==> src/rtl/pipe_pkg.sv <==
// pipe_pkg: shared hazard-controller encodings and the operand-forwarding rule.
package pipe_pkg;
  localparam int REG_W = 5;
  typedef enum logic [1:0] {
    RUN  = 2'd0,
    WAIT = 2'd1,
    HALT = 2'd2
  } state_t;
  localparam logic [1:0] FWD_RF = 2'b00;
  localparam logic [1:0] FWD_W  = 2'b01;
  localparam logic [1:0] FWD_M  = 2'b10;
  // Memory stage wins over writeback; x0 is never forwarded.
  function automatic logic [1:0] fwd_sel(
    input logic             wr_m,
    input logic [REG_W-1:0] rd_m,
    input logic             wr_w,
    input logic [REG_W-1:0] rd_w,
    input logic [REG_W-1:0] rs
  );
    return (wr_m && rd_m != '0 && rd_m == rs) ? FWD_M :
           (wr_w && rd_w != '0 && rd_w == rs) ? FWD_W : FWD_RF;
  endfunction
endpackage

==> src/rtl/hazard_ctrl_sat_counter.sv <==
// sat_counter: enabled up-counter that sticks at all-ones instead of wrapping.
module sat_counter #(
  parameter int W = 16
) (
  input  logic         clk,
  input  logic         rst_n,
  input  logic         i_en,
  output logic [W-1:0] o_count
);
  logic [W-1:0] r_count;
  always_ff @(posedge clk or negedge rst_n) begin
    if (!rst_n) r_count <= '0;
    else if (i_en && !(&r_count)) r_count <= r_count + 1'b1;
  end
  assign o_count = r_count;
endmodule

==> src/rtl/hazard_ctrl.sv <==
// hazard_ctrl: RV32I 5-stage stall/flush/forward control with memory-wait timeout
// and a saturating stall-cycle counter.
module hazard_ctrl
  import pipe_pkg::*;
#(
  parameter int WAIT_MAX = 15,
  parameter int CNT_W    = 16
) (
  input  logic             clk,
  input  logic             reset,
  input  logic [REG_W-1:0] Rs1D,
  input  logic [REG_W-1:0] Rs2D,
  input  logic [REG_W-1:0] Rs1E,
  input  logic [REG_W-1:0] Rs2E,
  input  logic [REG_W-1:0] RdE,
  input  logic [REG_W-1:0] RdM,
  input  logic [REG_W-1:0] RdW,
  input  logic             RegWriteE,
  input  logic             RegWriteM,
  input  logic             RegWriteW,
  input  logic             ResultSrcE0,
  input  logic             PCSrcE,
  input  logic             MemReqM,
  input  logic             MemReadyM,
  output logic [1:0]       ForwardAE,
  output logic [1:0]       ForwardBE,
  output logic             StallF,
  output logic             StallD,
  output logic             StallE,
  output logic             StallM,
  output logic             FlushD,
  output logic             FlushE,
  output logic             FlushW,
  output logic             MemFault,
  output logic [CNT_W-1:0] StallCount
);
  localparam logic [7:0] WMAX = 8'(WAIT_MAX);
  state_t     r_state, w_state_nxt;
  logic [7:0] r_wcnt, w_wcnt_nxt;
  logic       r_fault;
  logic       w_mem_wait, w_lw_stall, w_hold;
  assign w_mem_wait = MemReqM && !MemReadyM;
  assign w_lw_stall = ResultSrcE0 && RegWriteE && RdE != '0 && (RdE == Rs1D || RdE == Rs2D);
  assign ForwardAE  = fwd_sel(RegWriteM, RdM, RegWriteW, RdW, Rs1E);
  assign ForwardBE  = fwd_sel(RegWriteM, RdM, RegWriteW, RdW, Rs2E);
  always_ff @(posedge clk or negedge reset) begin
    if (!reset) begin
      r_state <= RUN;
      r_wcnt  <= '0;
      r_fault <= 1'b0;
    end else begin
      r_state <= w_state_nxt;
      r_wcnt  <= w_wcnt_nxt;
      r_fault <= r_fault || w_state_nxt == HALT;
    end
  end
  always_comb begin
    w_state_nxt = r_state;
    w_wcnt_nxt  = r_wcnt;
    case (r_state)
      RUN: if (w_mem_wait) begin
        w_state_nxt = WAIT;
        w_wcnt_nxt  = 8'd1;
      end
      WAIT: if (MemReadyM) begin
        w_state_nxt = RUN;
        w_wcnt_nxt  = '0;
      end else if (w_mem_wait) begin
        if (r_wcnt >= WMAX) w_state_nxt = HALT;
        else w_wcnt_nxt = r_wcnt + 8'd1;
      end
      HALT: w_state_nxt = HALT;
      default: w_state_nxt = RUN;
    endcase
  end
  // A held memory access (or a halt) freezes F..M and suppresses branch and
  // load-use handling; a taken branch then beats a load-use stall.
  assign w_hold   = r_state == HALT || w_mem_wait;
  assign StallF   = w_hold || (!PCSrcE && w_lw_stall);
  assign StallD   = StallF;
  assign StallE   = w_hold;
  assign StallM   = w_hold;
  assign FlushW   = w_hold;
  assign FlushD   = !w_hold && PCSrcE;
  assign FlushE   = !w_hold && (PCSrcE || w_lw_stall);
  assign MemFault = r_fault;
  sat_counter #(.W(CNT_W)) u_stall_cnt (
    .clk    (clk),
    .rst_n  (reset),
    .i_en   (StallF),
    .o_count(StallCount)
  );
endmodule
==> config.mk <==
export PLATFORM = sky130hd
export DESIGN_NAME = hazard_ctrl
export DESIGN_NICKNAME = d
export VERILOG_FILES = /design/src/rtl/pipe_pkg.sv /design/src/rtl/hazard_ctrl_sat_counter.sv /design/src/rtl/hazard_ctrl.sv
export SDC_FILE = /design/constraint.sdc
export NUM_CORES = 1
export LEC_CHECK = 0
export CORE_UTILIZATION = 45
export CTS_BUF_LIST = sky130_fd_sc_hd__clkbuf_4
export DETAILED_ROUTE_END_ITERATION = 10
export GPL_TIMING_DRIVEN = 1
export PLACE_DENSITY_LB_ADDON = 0.3
export SYNTH_ARGS = -nofsm -noshare
export SYNTH_HDL_FRONTEND = slang
export SYNTH_HIERARCHICAL = 1
export SYNTH_SLANG_ARGS = --single-unit
==> constraint.sdc <==
create_clock -name clk -period 3.5 [get_ports clk]
set_input_delay 0.875 -clock clk [delete_from_list [all_inputs] [get_ports clk]]
set_output_delay 0.875 -clock clk [all_outputs]
set_load 0.02 [all_outputs]
# Yosys cells after proc, flatten, opt, wreduce, memory -nomap -nowiden
# Index checks and enable logic that the tools add are counted.
[op_classes]
eq_ne = 12
addsub = 2
order_cmp = 1
n_mux = 14
reduce_logical = 30
[ops]
columns = ["op", "n"]
rows = [
  ["8-bit two-way mux", 4],
  ["5-bit == test", 6],
  ["16-bit by 1-bit adder with 16-bit output, second input constant", 1],
  ["8-bit case mux with 2 select lines", 1],
  ["16-bit AND reduction", 1],
  ["5-bit nonzero test", 3],
  ["1-bit logical AND", 14],
  ["2-bit two-way mux", 6],
  ["8-bit by 1-bit adder with 8-bit output, second input constant", 1],
  ["8-bit by 4-bit >= comparator with 1-bit output, second input constant", 1],
  ["3-bit inequality test, second input constant", 2],
  ["2-bit case mux with 3 select lines", 1],
  ["1-bit logical OR", 5],
  ["2-bit == test, second input constant", 2],
  ["1-bit logical NOT", 4],
  ["4-bit AND reduction", 1],
  ["2-bit by 1-bit == test with 1-bit output, second input constant", 1],
  ["2-bit logical NOT", 1],
  ["1-bit two-way mux", 2],
  ["2-bit inequality test, second input constant", 1],
  ["2-bit nonzero test", 1],
]
[word_totals]
elab_cells = 63
in_bits = 44
output_inout_bits = 28
reg_bits = 27

# Depth between registers and ports, before layout
# Gate-level depths: netlist of run 1.
[depth]
depth_word = 7
ltp_mapped = 8
ltp_nobuf = 8

# Hierarchy
# The synthesis of run 1 kept the hierarchy.
[modules_own_cells]
columns = ["mod", "cells_per_inst", "area_each_um2", "seq_area_each_um2", "instances"]
rows = [
  ["hazard_ctrl", 112, 980.9, 275.3, 1],
  ["sat_counter", 75, 840.8, 400.4, 1],
]

# Least setup slack after synthesis of run 1
# OpenSTA, ideal clock, no wires.
[synth_timing]
path_type = "input to output"
start = "in RdE[2]"
end = "out StallF"
n_path_buf = 1
path_stages = 5
required_ns = 2.625
t_arrival_ns = 2.972
slack_ns = -0.347
path_cell_list = "xor2_1 > nor3_1 > a22oi_1 > o41ai_1 > buf_4"
[synth_via]
elab_chain_cells = 5
word_cells_on_any_way = 8
cone_classes = "2 x eq/ne; 6 x reduce/logical"
[synth_rtl]
columns = ["element", "line", "source"]
rows = [
  ["start, declared", "hazard_ctrl.sv:15", "input logic [REG_W-1:0] RdE,"],
  ["5-bit == test or 5-bit nonzero test (tied branches)", "hazard_ctrl.sv:43", "assign w_lw_stall = ResultSrcE0 && RegWriteE && RdE != '0 && (RdE == Rs1D || RdE == Rs2D);"],
  ["1-bit logical OR or 1-bit logical AND (tied branches)", "hazard_ctrl.sv:43", ""],
  ["1-bit logical AND (*)", "hazard_ctrl.sv:43", ""],
  ["1-bit logical AND (*)", "hazard_ctrl.sv:79", "assign StallF = w_hold || (!PCSrcE && w_lw_stall);"],
  ["1-bit logical OR (*)", "hazard_ctrl.sv:79", ""],
  ["end, declared", "hazard_ctrl.sv:27", "output logic StallF,"],
]
# Every way passes the cells marked *; elsewhere a longest branch is shown, timed or not.

# Worst setup path after layout of run 1
[layout_timing]
start = "in RdM[1]"
end = "out ForwardAE[0]"
[layout_via]
elab_chain_cells = 4
word_cells_on_any_way = 5
cone_classes = "1 x eq/ne; 1 x mux; 3 x reduce/logical"
[layout_rtl]
columns = ["element", "line", "source"]
rows = [
  ["start, declared", "hazard_ctrl.sv:16", "input logic [REG_W-1:0] RdM,"],
  ["5-bit nonzero test", "pipe_pkg.sv:20", "return (wr_m && rd_m != '0 && rd_m == rs) ? FWD_M :"],
  ["1-bit logical AND", "pipe_pkg.sv:20", ""],
  ["1-bit logical AND (*)", "pipe_pkg.sv:20", ""],
  ["2-bit two-way mux (*)", "pipe_pkg.sv:20", ""],
  ["end, declared", "hazard_ctrl.sv:25", "output logic [1:0] ForwardAE,"],
]
# Marks and branches as above.

==> results of run 1 <==
==> layout make-up <==
type | count | area [sq um]
clock buffer | 4 | 30.0
fill | 269 | 957
inverter | 7 | 26.3
multi-input combinational | 149 | 1150
sequential | 27 | 676
tap | 48 | 60.1
timing repair buffer | 93 | 873
==> power by group <==
part	total, W	leakage [nW]	internal [W]	switching (W)
sequential	0.000420	0.362	0.000353	0.0000670
combinational	0.000353	0.906	0.000190	0.000163
clock	0.000140	0.0184	0.0000524	0.0000876
==> cell usage after synthesis, types with 3 or more instances <==
cell type and n:
buf_4 3, xnor2_1 9, nor4_1 4, nor2b_1 7
nand3_1 10, mux2_2 4, inv_1 7, dfrtp_1 27
or4_1 8, nor3_1 9, xor2_1 32, nor2_1 11
nand4_1 4, o21ai_0 6, a21oi_1 4, nand2_1 7
==> through the flow <==
stage | power, W | setup TNS (ps) | utilization, % | hold WS, ps
after floorplan | 0.000575 | 0 | - | 460
after global placement | 0.000763 | -1920 | 72.6 | 456
after detailed placement | 0.000771 | -2220 | 72.6 | 491
after CTS | 0.000918 | 0 | 73.8 | 523
after global routing | 0.000957 | -44.3 | 74.6 | 553
final | 0.000913 | 0 | 74.6 | 517
==> how the worst max path moves through the flow <==
stage	startpoint	end	cells after the start
2_1_floorplan	RdM[1]	ForwardAE[0]	4
3_3_place_gp	RdM[1]	ForwardBE[0]	6
3_5_place_dp	RdM[1]	ForwardBE[0]	6
4_1_cts	RdE[2]	StallD	7
5_1_grt	RdW[1]	ForwardBE[0]	6
6_report	RdM[1]	ForwardAE[0]	6
==> kinds of logic (layout without fill, tap and decap cells) <==
logic type,after synthesis,count (layout),share of synthesized area [%]
buffers and inverters,11,104,2.95
and+or+nand+nor,79,79,27.7
AOI/OAI and AO/OA,21,21,7.56
DFF,27,27,37.1
xor gates and xnor gates,41,41,19.7
adders and majority gates,2,2,1.37
muxes,6,6,3.57
==> layer usage <==
layer  part of all wire, %  global-route usage (%)  vias up
met5                     0                       0        -
met4                  0.33                    3.26        0
met3                   7.8                    3.65        2
met2                    46                    35.5       64
met1                    46                    28.0      802
li1                      -                       -      859
==> sequential cells by signal, indices dropped and copies added (netlist names) <==
signal,flops
r_state,2
r_wcnt,8
u_stall_cnt/o_count,16
MemFault,1
==> worst register-to-register path, stage by stage (launching register included) <==
cell,delay [ps]
dfrtp_1,460
nor2b_1,260
nor2_2,90
o41ai_2,50
buf_4,180
buf_4,140
and3_2,170
nand3_1,240
nor4_2,340
xor2_1,170
==> what timing repair did <==
action,in CTS,in global routing
resized for setup,25,12
hold buffers,0,0
pin swaps,0,3
endpoints found under the setup margin,7,5
==> results.yml, run 1 <==
global_route:
  antenna_found_initial: 0
  grt_usage_pct: 20.9
  grt_overflow_total: 0
  grt_pass1_vias: 1536
  grt_max_degree: 28
  grt_first_pass_wirelength_um: 7030
yosys:
  syn_area_per_cell_sq_um: 9.74
  postSynthCellCount: 187
  synth.distinct_cells: 42
  synth_top_area_share_pct: 37.1
  ys.flop_type: "dfrtp_1"
  synth.ff_latch_count: 27
  syn-num-nets: 233
  async_flop_share_pct: 100
  syn_area_sq_mm: 0.00182
  ys_warn_count: 6
  synth_area_leader_cell: "dfrtp_1"
  synth_area_leaders: "dfrtp_1 (37%), xor2_1 (15%), xnor2_1 (4.3%), or4_1 (3.3%), nand3_1 (2.7%)"
  synth_edf_count: 0
  synth.yosys.seq_area_share_pct: 37.1
cells_and_area:
  antenna_cells: 0
  layout_common_cells: "clkdlybuf4s50_1 (59), xor2_1 (32), dfrtp_1 (27), buf_4 (23), nand3_1 (10)"
  final_cells: 328
  layout_commonest_cell: "clkdlybuf4s50_1"
  drive_above_1_share_pct: 19.6
  fin_area_sq_mm: 0.00281
  layout.nets: 327
  area.growth.synth_to_final_pct: 54.5
sta:
  finalHoldViolCount: 0
  worstMarginPinSlew_ps: 485
  rsz0062_at_grt: "yes"
  period_needed_ps: 3480
  worst_slack_ps: 19.8
  fmax_mhz: 287
  skew_ps: 7.25
  relSlewSlack_pct: 67.3
  setup_viol: 0
  finalCritPeriodShare_pct: 99.4
  maxSlewViolCount: 0
clock_tree:
  cts_setup_buffers: 0
  clock_sinks: 27
  cts.htree.levels: 1
  cts_tree: "yes"
  cts.clk_slew.worst_paths_ps: 130
  cts_max_path_buffers: 2
  clock_latency_ps: 320
  cts_root_buf: "clkbuf_4"
  cts_buffers: 3
critical_path:
  worst-r2r-cell-count: 9
  crit_buf_inv: 2
  r2r-end: "u_stall_cnt/o_count[15]"
  critical-path-slowest-cell: "or4_1"
  r2r_slack_ps: 1350
  cp_max_fo: 2
  cp.required_ps: 2620
  critPathTopFamily: "simple AND/OR/NAND/NOR gates"
  critPathCaptureType: "output pin"
  crit_type: "input pin to output pin"
  reg2reg_from: "r_state[1]"
  cpPeakStageDelay_ps: 540
  arrival_ps: 2610
  crit_top_cell: "nor4_1"
  critPathLaunchType: "input pin"
  crit_chain: "clkdlybuf4s50_1, or4_1, o21ai_2, nor4_1, nor4_1, buf_2"
power:
  worst_ir_drop_vdd_v: 0.000399
  p_leak_nw: 1.29
  powerDensity_mw_per_mm2: 324
floorplan:
  rows: 22
  fp.dieW_um: 65.6
  die_area_sq_mm: 0.00431
  dieHeight_um: 65.6
  initial_core_util_pct: 48.3
  design.core.area_sq_mm: 0.00377
  ios: 72
min_path:
  holdPathStages: 1
  hold_start: "r_wcnt[4]"
  hold_path.class: "register to register"
  holdPathEnd: "r_wcnt[4]"
routing:
  via_per_inst: 5.27
  avgRoutedWirePerCell_um: 13.7
  firstDrtPassIters: 4
  drt_wl_total_um: 4490
  ant_nets: 0
  vias: 1727
  dr.first_iter.drc_count: 39
  drc_errors: 0
job:
  drv_cap: 0
placement:
  dp_cells: 324
  port_buffers: 71
  placed_area_sq_mm: 0.00274
  place_congestion: 0.814
  dp_hpwl_um: 3510
  dpl_worst_slack_ps: -477
status:
  status: "finished, final reports clean"
(Power assumes the default switching activity.)
==> run 2, diff against run 1 <==
--- a/config.mk
+++ b/config.mk
@@ -9,6 +9,7 @@
 export CTS_BUF_LIST = sky130_fd_sc_hd__clkbuf_4
 export DETAILED_ROUTE_END_ITERATION = 10
 export GPL_TIMING_DRIVEN = 1
+export HOLD_SLACK_MARGIN = 0.05
 export PLACE_DENSITY_LB_ADDON = 0.3
 export SYNTH_ARGS = -nofsm -noshare
 export SYNTH_HDL_FRONTEND = slang
==> results of run 2 <==
The final DEF is identical to that of run 1; final timing and power are the same.
